<file path="config.mk">
export PLATFORM = sky130hd
export DESIGN_NAME = ula_serial_resp
export DESIGN_NICKNAME = d
export VERILOG_FILES = /design/src/rtl/ula_serial_resp.sv
export SDC_FILE = /design/constraint.sdc
export NUM_CORES = 1
export LEC_CHECK = 0
export CAP_MARGIN = 0
export CORE_MARGIN = 2
export CORE_UTILIZATION = 50
export CTS_BUF_LIST = sky130_fd_sc_hd__clkbuf_16
export DETAILED_ROUTE_END_ITERATION = 8
export PLACE_DENSITY = 0.78
export SETUP_SLACK_MARGIN = 0.2
export SYNTH_ARGS = -nofsm -noshare
export SYNTH_HDL_FRONTEND = slang
export SYNTH_SLANG_ARGS = --single-unit
</file>
<file path="constraint.sdc">
create_clock -name clk -period 4 [get_ports clk]
set_clock_uncertainty 0.1 [all_clocks]
set_input_delay 0.4 -clock clk [delete_from_list [all_inputs] [get_ports clk]]
set_output_delay 0.4 -clock clk [all_outputs]
set_load 0.05 [all_outputs]
</file>
<file path="src/rtl/ula_serial_resp.sv">
// Bit-serial ULA responder for the control unit's ena_ula / ula_ack handshake.
// Optional signed-overflow output enabled by defining ULA_SERIAL_OVF_EN.
module ula_serial_resp #(
    parameter int unsigned WIDTH = 4
) (
    input  logic             clk,
    input  logic             rst,
    input  logic             ena_ula,
    input  logic [1:0]       ula_op,
    input  logic [WIDTH-1:0] op_a,
    input  logic [WIDTH-1:0] op_b,
    output logic [WIDTH-1:0] result,
    output logic             carry,
    output logic             zero,
    output logic             ula_ack,
    output logic             busy
`ifdef ULA_SERIAL_OVF_EN
    ,
    output logic             ovf
`endif
);

    localparam int unsigned CNT_W = (WIDTH > 2) ? $clog2(WIDTH) : 1;

    typedef enum logic [1:0] {
        ST_IDLE  = 2'd0,
        ST_SHIFT = 2'd1,
        ST_DONE  = 2'd2,
        ST_HOLD  = 2'd3
    } state_e;

    typedef enum logic [1:0] {
        OP_ADD = 2'b00,
        OP_SUB = 2'b01,
        OP_AND = 2'b10,
        OP_OR  = 2'b11
    } op_e;

    state_e             state_q;
    op_e                op_q;
    logic [WIDTH-1:0]   a_q;
    logic [WIDTH-1:0]   b_q;
    logic [WIDTH-1:0]   wres_q;
    logic [CNT_W-1:0]   cnt_q;
    logic               c_q;
    logic [WIDTH-1:0]   result_q;
    logic               carry_q;
    logic               zero_q;
`ifdef ULA_SERIAL_OVF_EN
    logic               ovf_q;
`endif

    logic               a_bit;
    logic               b_bit;
    logic               res_bit;
    logic               c_d;
    logic               arith;
    logic               last_bit;
    logic [WIDTH-1:0]   wres_d;

    // One bit-slice of the datapath; SUB adds the inverted B with carry-in 1.
    always_comb begin
        a_bit    = a_q[0];
        b_bit    = (op_q == OP_SUB) ? ~b_q[0] : b_q[0];
        res_bit  = 1'b0;
        c_d      = 1'b0;
        arith    = (op_q == OP_ADD) || (op_q == OP_SUB);
        last_bit = (cnt_q == CNT_W'(WIDTH - 1));
        case (op_q)
            OP_ADD, OP_SUB: begin
                res_bit = a_bit ^ b_bit ^ c_q;
                c_d     = (a_bit & b_bit) | (a_bit & c_q) | (b_bit & c_q);
            end
            OP_AND:  res_bit = a_bit & b_bit;
            OP_OR:   res_bit = a_bit | b_bit;
            default: res_bit = 1'b0;
        endcase
        wres_d = {res_bit, wres_q[WIDTH-1:1]};
    end

    // Handshake FSM and serial datapath registers.
    always_ff @(posedge clk or negedge rst) begin
        if (!rst) begin
            state_q  <= ST_IDLE;
            op_q     <= OP_ADD;
            a_q      <= '0;
            b_q      <= '0;
            wres_q   <= '0;
            cnt_q    <= '0;
            c_q      <= 1'b0;
            result_q <= '0;
            carry_q  <= 1'b0;
            zero_q   <= 1'b1;
`ifdef ULA_SERIAL_OVF_EN
            ovf_q    <= 1'b0;
`endif
        end else begin
            case (state_q)
                ST_IDLE: begin
                    if (ena_ula) begin
                        a_q     <= op_a;
                        b_q     <= op_b;
                        op_q    <= op_e'(ula_op);
                        c_q     <= (ula_op == 2'b01);
                        cnt_q   <= '0;
                        wres_q  <= '0;
                        state_q <= ST_SHIFT;
                    end
                end
                ST_SHIFT: begin
                    if (!ena_ula) begin
                        state_q <= ST_IDLE;
                    end else begin
                        wres_q <= wres_d;
                        a_q    <= {1'b0, a_q[WIDTH-1:1]};
                        b_q    <= {1'b0, b_q[WIDTH-1:1]};
                        c_q    <= c_d;
                        cnt_q  <= cnt_q + CNT_W'(1);
                        if (last_bit) begin
                            result_q <= wres_d;
                            carry_q  <= arith & c_d;
                            zero_q   <= (wres_d == '0);
`ifdef ULA_SERIAL_OVF_EN
                            // Carry into MSB is c_q on the last slice.
                            ovf_q    <= arith & (c_q ^ c_d);
`endif
                            state_q  <= ST_DONE;
                        end
                    end
                end
                ST_DONE: state_q <= ena_ula ? ST_HOLD : ST_IDLE;
                ST_HOLD: begin
                    if (!ena_ula) begin
                        state_q <= ST_IDLE;
                    end
                end
                default: state_q <= ST_IDLE;
            endcase
        end
    end

    assign result  = result_q;
    assign carry   = carry_q;
    assign zero    = zero_q;
    assign ula_ack = (state_q == ST_DONE);
    assign busy    = (state_q == ST_SHIFT);
`ifdef ULA_SERIAL_OVF_EN
    assign ovf     = ovf_q;
`endif

endmodule

</file>
==> run summary <==
## Synthesis
* 46.42% — proportion of netlist area held by the largest area contributor
* 121 — number of nets in the synthesized netlist
* 0 — Synth warnings
* 30 — count of cell types in the netlist
* sky130_fd_sc_hd__dfrtp_1, sky130_fd_sc_hd__nand2_1, sky130_fd_sc_hd__o21ai_2 — list of most frequent post-synthesis cells
* 100.0% — Post-synth ARST share
* 48.54% — fraction of the yosys area taken by sequential cells
* 1240 um^2 — Mapped Area
* 0 — number of enable flip-flop cells after synthesis
* sky130_fd_sc_hd__dfrtp_1, sky130_fd_sc_hd__o21ai_2, sky130_fd_sc_hd__nand2_1 — Synth area leaders
* 11.92 um^2 — Syn Area/Cell
* sky130_fd_sc_hd__dfrtp_1 — dominant cell type by area after synthesis
* 24 — number of register bits inferred by synthesis
* sky130_fd_sc_hd__dfrtp_1 — leading register cell type out of synthesis
* sky130_fd_sc_hd__dfrtp_1 — cell with the most instances after synthesis
* 104 — Post-Syn Instances

## Power and ir drop
* 0.5209 mV — maximum VDD drop
* 554.6 nW/um^2 — power density of the placed cells
* 0.0006947 uW — static leakage

## Routing
* 13.24 um — average routed wire per standard cell
* 12 — DR iter-0 viols
* 5.072 — via density per instance
* 3 — DR pass1 iterations
* 0 — DRC
* 0 — remaining number of nets flagged by the antenna check after routing
* 776 — number of vias after detailed routing
* 2.025 mm — drt total wl

## STA
* 0 — Slew Limit Fails
* 1035 ps — transition time of the tightest slew-check pin
* 0 ps — sum of negative setup slack
* 0 — final setup violating endpoints
* no — unrepaired setup endpoints after global routing
* 377.7 ps — minimum hold slack
* 30.78% — headroom to the max-slew limit
* 65.46% — portion of the clock cycle consumed by the worst path in the final layout
* 2618 ps — Final min period
* 0 — count of endpoints failing hold in the final timing report
* 0.3819 GHz — fmax

## Finish
* 23.58% — proportion of layout cells with a drive suffix above 1
* 1518 um^2 — post-route cell area
* 141 — net count reported at finish
* 0 — Antenna Cells
* 22.40% — Area Growth Syn to Fin

## Placement
* 0.6869 — routability cong.
* 1.350 mm — post-detail-place hpwl
* 20 — port bufs
* 1413 um^2 — Area after DPL

## Worst setup path
* primary output — capturing element type of the critical path
* 2120 ps — data arrival time of the critical path
* 800 ps — delay of the slowest critical-path stage
* 3500 ps — worst path required time
* register — kind of start point of the critical path
* 17 — biggest fanout along the worst timing path
* 1980 ps — slack of the worst reg-to-reg path
* sky130_fd_sc_hd__clkdlybuf4s50_1 — CP max-delay cell
* and2b_2 > clkdlybuf4s50_1 — cell chain of the critical path
* register to primary output — Worst Setup Path Type

## Clock network
* 60 ps — clock edge transition at the registers on the reported setup and hold paths
* 0 — number of buffers added to fix hold violations after cts
* 0 — buffers inserted during post-CTS setup optimization
* sky130_fd_sc_hd__clkbuf_16 — CTS root buf
* 1 — H-tree Lvls
* 3 — CTS Buf Count
* 24 — CTS sink cnt
* 2 — maximum clock path buffer count
* built — TritonCTS clock tree
* 260 ps — latest clock arrival within the worst-skew pair
* 0 — Resized Gates After CTS

## Hold path
* register to register — type of the worst min-delay path

## Status
* complete, no violations — outcome

## Global routing
* 0 — total congestion overflow after global routing
* 16.89% — all-layer global routing usage
* 3.305 mm — global-route wire length before repair
* 30 — maximum number of pins on one net before global-route repair
* 712 — number of global-route vias before repair
* 0 — initial antenna violation count

## Die
* 51.45% — initial core utilization
* 18 — total number of placement rows
* 2410 um^2 — placeable core area
* 21 — I/O pins
* 53.80 um — Die Height
* 53.80 um — horizontal extent of the die
* 2894 um^2 — die outline area

## Flow run
* 0 — maximum capacitance violations

[per-layer routing]
layer | track usage [%] | vias to the layer above | share of wire, %
met2 | 26.22 | 11 | 50
met1 | 20.93 | 369 | 45
met3 | 4.444 | 4 | 2.6
met4 | 10.26 | 0 | 1.8
li1 | - | 392 | -
met5 | 0 | - | 0
[final cells by class]
cell class	count	area, um^2
Timing Repair Buffer	20	200.2
Tap cell	30	37.54
Clock buffer	3	75.07
Multi-Input combinational cell	72	561.8
Sequential cell	24	601.8
Clock inverter	1	30.03
Fill cell	183	892.1
Inverter	3	11.26
[sequential cells by signal, indices dropped and copies added, names as in the netlist]
signal / flops
a_q: 4
b_q: 4
c_q: 1
carry: 1
cnt_q: 2
op_q: 2
result: 4
state_q: 2
wres_q: 3
zero: 1
[worst max-delay path, delay by kind of cell, from the launching register on]
| family | cells | cell delay [ps] |
|---|---|---|
| DFF | 1 | 780 |
| buffers and inverters | 1 | 800 |
| and+or+nand+nor | 1 | 280 |
[logic make-up after synthesis]
kind of cell    after synthesis  share of synthesized area, %
compound gates               21                         14.03
xor+xnor                      1                        0.7065
fa+ha+maj                     4                         4.642
buf+inv                       8                         6.155
flops                        24                         48.54
mux                          11                         10.29
simple gates                 35                         15.64
[report_power, final]
part	switching, uW	leakage [uW]	internal [uW]
combinational	133	0.000336	98.7
sequential	36.8	0.000308	289
clock	85.2	0.0000511	199
[stage by stage]
step	worst slack [ps]	instances	util (%)	power [uW]
after floorplan	2155	104	-	499.0
after global placement	1686	149	58.62	556.3
after detailed placement	1682	149	58.62	563.7
after CTS	1380	153	62.98	849.7
after global routing	1310	153	62.98	883.3
final	1382	153	62.98	841.7
[placed cells by master (no fill, tap or decap), types with 2 or more instances in the layout]
cell	count
sky130_fd_sc_hd__clkbuf_16	3
sky130_fd_sc_hd__mux2i_1	6
sky130_fd_sc_hd__mux2_2	2
sky130_fd_sc_hd__o21ai_2	13
sky130_fd_sc_hd__nor2b_1	4
sky130_fd_sc_hd__ha_1	3
sky130_fd_sc_hd__clkdlybuf4s50_1	20
sky130_fd_sc_hd__nand2_1	22
sky130_fd_sc_hd__dfrtp_1	23
sky130_fd_sc_hd__inv_1	3
sky130_fd_sc_hd__nand2b_1	2
sky130_fd_sc_hd__mux2_4	3
[worst paths after layout]
kind	cells past startpoint	from	endpoint
min in group asynchronous	1	rst	a_q[3]
worst max register to register	6	op_q[1]	wres_q[3]
worst min register to register	2	b_q[1]	b_q[1]
worst min-delay path	2	b_q[1]	b_q[1]
max in group asynchronous	1	rst	a_q[0]
worst max-delay path	2	state_q[0]	busy
(Power assumes the default switching activity.)
==> patch 1: new RTL, same flow settings <==
Encoding of `state_e`: now one-hot (4 bits for 4 states).
--- a/src/rtl/ula_serial_resp.sv
+++ b/src/rtl/ula_serial_resp.sv
@@ -24,7 +24,7 @@
 
-    typedef enum logic [1:0] {
-        ST_IDLE  = 2'd0,
-        ST_SHIFT = 2'd1,
-        ST_DONE  = 2'd2,
-        ST_HOLD  = 2'd3
+    typedef enum logic [3:0] {
+        ST_IDLE  = 4'b0001,
+        ST_SHIFT = 4'b0010,
+        ST_DONE  = 4'b0100,
+        ST_HOLD  = 4'b1000
     } state_e;
Check against the original RTL: same outputs for any inputs over 10 cycles, from zero or initial values and one cycle with rst low; not proved beyond that.
==> patch 1 against the original RTL <==
Count of clock-buffer cells in the layout unchanged; worst setup slack got worse by 13 ps; non-clock buffer count increased by 1; sequential cell count increased by 2; global-route usage grew 3.1 points; wire length grew 19%; synthesized area rose by 3.8%; power rose by 27%; design area increased by 5.5%; largest cell class unchanged; largest power group unchanged.
==> patch 1: results (changes against the original RTL) <==
grt_pass1_wl_um: 4110  # +24%
grt_usage: 0.200  # +0.0312
synthTopCellsByCount: "24 x dfrtp_1, 12 x o21ai_0, 10 x mux2i_1, 7 x mux2_2, 6 x a22o_1"
hold_path.class: "flop to flop"
async_flop_share: 1.00  # unchanged
switching_share: 0.327  # +0.0242
peakVddDrop_mv: 0.426  # -18%
fill_cells: 191  # +4.4%
place_ws_ps: 1570  # -108 ps
cpMaxStageDelayCell: "clkdlybuf4s50_1"
dr_wl_met2_um: 1170  # +15%
num_vias: 853  # +9.9%
post_cts_resized: 0  # unchanged
antenna_found_initial: 0  # unchanged
slowest_delay_ps: 820  # +20 ps
cts_buffers: 3  # unchanged
synth_area_leaders: "dfrtp_1 47%, mux2i_1 7.8%, mux2_2 6.1%, o21ai_0 4.7%, dfstp_2 4.1%"
grt_max_degree: 27  # -10%
hpwlAfterDp_um: 1700  # +26%
placed_area_um2: 1500  # +5.9%
h-tree-depth: 1  # unchanged
clk-insertion-delay-late_ps: 260  # about the same
io_buffer_count: 20  # unchanged
synth.yosys.seq_area_share: 0.507  # +0.0219
wl_met3_um: 55  # +5.8%
status: "complete, no violations"
drive_above_1_share: 0.163  # -0.0732
drv_cap: 0  # unchanged
worstMarginPinSlew_ps: 1130  # +99.6 ps
routedWlPerCell_um: 15.7  # +19%
ys_warn_count: 0  # unchanged
dr.pass1.iters: 6  # +3
leakagePower_nw: 0.679  # -2.2%
routed_via_density: 5.58  # +9.9%
diodes: 0  # unchanged
drtIter0Drc: 12  # unchanged
fin_nets: 141  # unchanged
synth_cell_type_count: 31  # +3.3%
cp_max_fo: 10  # -7
gp_congestion: 0.799  # +16%
met1_length_um: 1110  # +21%
grt_pass1_vias: 881  # +24%
[patch 1: area by class of cell]
cell class              count  area (um2)  area share
flip-flops and latches     26         653       0.408
clock inverters             1        30.0      0.0187
inverters                   5        18.8      0.0117
well taps                  30        37.5      0.0234
clock buffers               3        75.1      0.0469
repair buffers             21         208       0.130
multi-input cells          67         579       0.362
[patch 1: worst paths after layout]
| path | startpoint | end | slack, ps | cells past startpoint |
|---|---|---|---|---|
| setup / recovery | state_q[1] | busy | 1370 | 3 |
| hold / removal | cnt_q[0] | cnt_q[0] | 390 | 1 |
| setup reg to reg | op_q[1] | zero | 1580 | 6 |
| hold reg to reg | cnt_q[0] | cnt_q[0] | 390 | 1 |
| max in group asynchronous | rst | state_q[1] | 2470 | 1 |
| min in group asynchronous | rst | op_q[1] | 650 | 1 |
[patch 1: routing by layer]
metal	vias to the layer above	track usage
li1	411	-
met1	422	0.259
met2	13	0.312
met3	7	0.0355
met4	0	0.117
met5	-	0
[patch 1: cells by family (layout without fill, tap and decap cells)]
family | count (synthesis) | in the layout | share of synthesized area
adder cells (fa/ha/maj) | 4 | 4 | 0.0447
AND/OR/NAND/NOR | 20 | 20 | 0.122
multiplexers | 17 | 17 | 0.139
buffers and inverters | 11 | 30 | 0.0476
flip-flops | 26 | 26 | 0.507
AO/OA/AOI/OAI | 23 | 23 | 0.119
XOR/XNOR | 3 | 3 | 0.0204
[patch 1: critical path: cells and delay by family, from the launching register on]
family,cells,cell delay (ps)
flip-flops,1,550
AND/OR/NAND/NOR,1,270
buffers and inverters,2,1050
[patch 1: power groups by stage]
stage	Combinational (mW)	Sequential, mW	Clock (mW)
after floorplan	0.301	0.388	0
after global placement	0.342	0.424	0
after detailed placement	0.354	0.429	0
after CTS	0.359	0.426	0.294
after global routing	0.393	0.437	0.304
final	0.354	0.426	0.289
==> patch 2: new RTL, same settings <==
Without the edit above. Change the parameter `WIDTH` from 4 to 2.
--- a/src/rtl/ula_serial_resp.sv
+++ b/src/rtl/ula_serial_resp.sv
@@ -3,3 +3,3 @@
 module ula_serial_resp #(
-    parameter int unsigned WIDTH = 4
+    parameter int unsigned WIDTH = 2
 ) (
Ports: changed (resized op_a, op_b and result); port bits go from 21 to 15. The function was not compared with the original's and may differ.
==> patch 2 against the original RTL <==
Wire length shrank 38%; die area down 36%; synthesized area down 39%; design area decreased by 36%; worst setup slack gained 180 ps; sequential cell count fell by 9; power down 20%; clock power fell by 33%; largest cell class unchanged.
==> patch 2: results (changes against the original RTL) <==
status: "complete, no violations"
power_frac_clock: 0.282  # -0.056
grt_pass1_vias: 465  # -35%
cp_data_arrival_time_ps: 1940  # -180 ps
drive_above_1_share: 0.138  # -0.0983
grt_max_degree: 16  # -47%
syn_avg_cell_area_um2: 11.8  # -0.96%
synth.yosys.seq_area_share: 0.498  # +0.0130
placed_area_um2: 893  # -37%
largestPowerGroup: "combinational logic"
powerSeq_uw: 236  # -28%
dr.pass1.iters: 4  # +1
num_vias: 487  # -37%
worstMarginPinSlew_ps: 656  # -379 ps
place_ws_ps: 1840  # +153 ps
gp_congestion: 0.799  # +16%
switching_share: 0.352  # +0.0497
leakagePower_nw: 0.449  # -35%
fill_cells: 115  # -37%
slowest_delay_ps: 820  # +20 ps
seqPwrFrac: 0.348  # -0.039
synthTopCellsByCount: "14 x dfrtp_1, 9 x nand2_1, 6 x nand2b_1"
grt_usage: 0.168  # -0.000765
routedWlPerCell_um: 13.1  # -0.99%
synth_area_leaders: "dfrtp_1 46%, mux2_4 6.0%, nand2b_1 5.0%, nand2_1 4.5%, dfstp_2 3.5%"
grt_pass1_wl_um: 2160  # -35%
io_buffer_count: 14  # -30%
instances_no_fill: 96  # -37%
synth_cell_type_count: 23  # -23%
syn_nets: 76  # -37%
cp_max_fo: 8  # -9
-- patch 2: routing by layer --
| layer | up-vias | GRT usage | wire, um |
|---|---|---|---|
| met5 | - | 0 | 0 |
| met4 | 0 | 0.0938 | 25 |
| met3 | 5 | 0.0511 | 64 |
| met2 | 13 | 0.261 | 591 |
| met1 | 223 | 0.207 | 576 |
| li1 | 246 | - | - |
-- patch 2: cell families (layout without fill, tap and decap cells) --
group / count (synthesis) / count (layout) / synth area share
flops: 15 / 15 / 0.498
compound gates: 13 / 13 / 0.124
mux: 5 / 5 / 0.0861
simple gates: 22 / 22 / 0.176
buf+inv: 5 / 21 / 0.0447
xor+xnor: 1 / 1 / 0.0116
fa+ha+maj: 3 / 3 / 0.0596
-- patch 2: layout make-up --
| cell class | instances | area (um2) | area share |
|---|---|---|---|
| clock buffer | 3 | 75.1 | 0.0772 |
| inverter | 3 | 11.3 | 0.0116 |
| timing repair buffer | 14 | 140 | 0.144 |
| clock inverter | 1 | 3.75 | 0.00386 |
| tap | 16 | 20.0 | 0.0206 |
| multi-input combinational | 44 | 345 | 0.355 |
| sequential | 15 | 377 | 0.387 |
-- patch 2: final timing paths --
| path | start | end | slack (ps) | depth (start not counted) |
|---|---|---|---|---|
| worst min register to register | result[1] | result[1] | 380 | 2 |
| min in group asynchronous | rst | a_q[0] | 460 | 1 |
| worst max-delay path | state_q[0] | busy | 1560 | 3 |
| worst max register to register | op_q[1] | wres_q[1] | 2110 | 6 |
| max in group asynchronous | rst | result[1] | 2920 | 1 |
| worst min-delay path | result[1] | result[1] | 380 | 2 |
-- patch 2: tightest hold or removal path, cell delays in order, from the launching register on --
cell     delay [ps]
dfrtp_1         340
nand2_1          50
o21ai_1          60
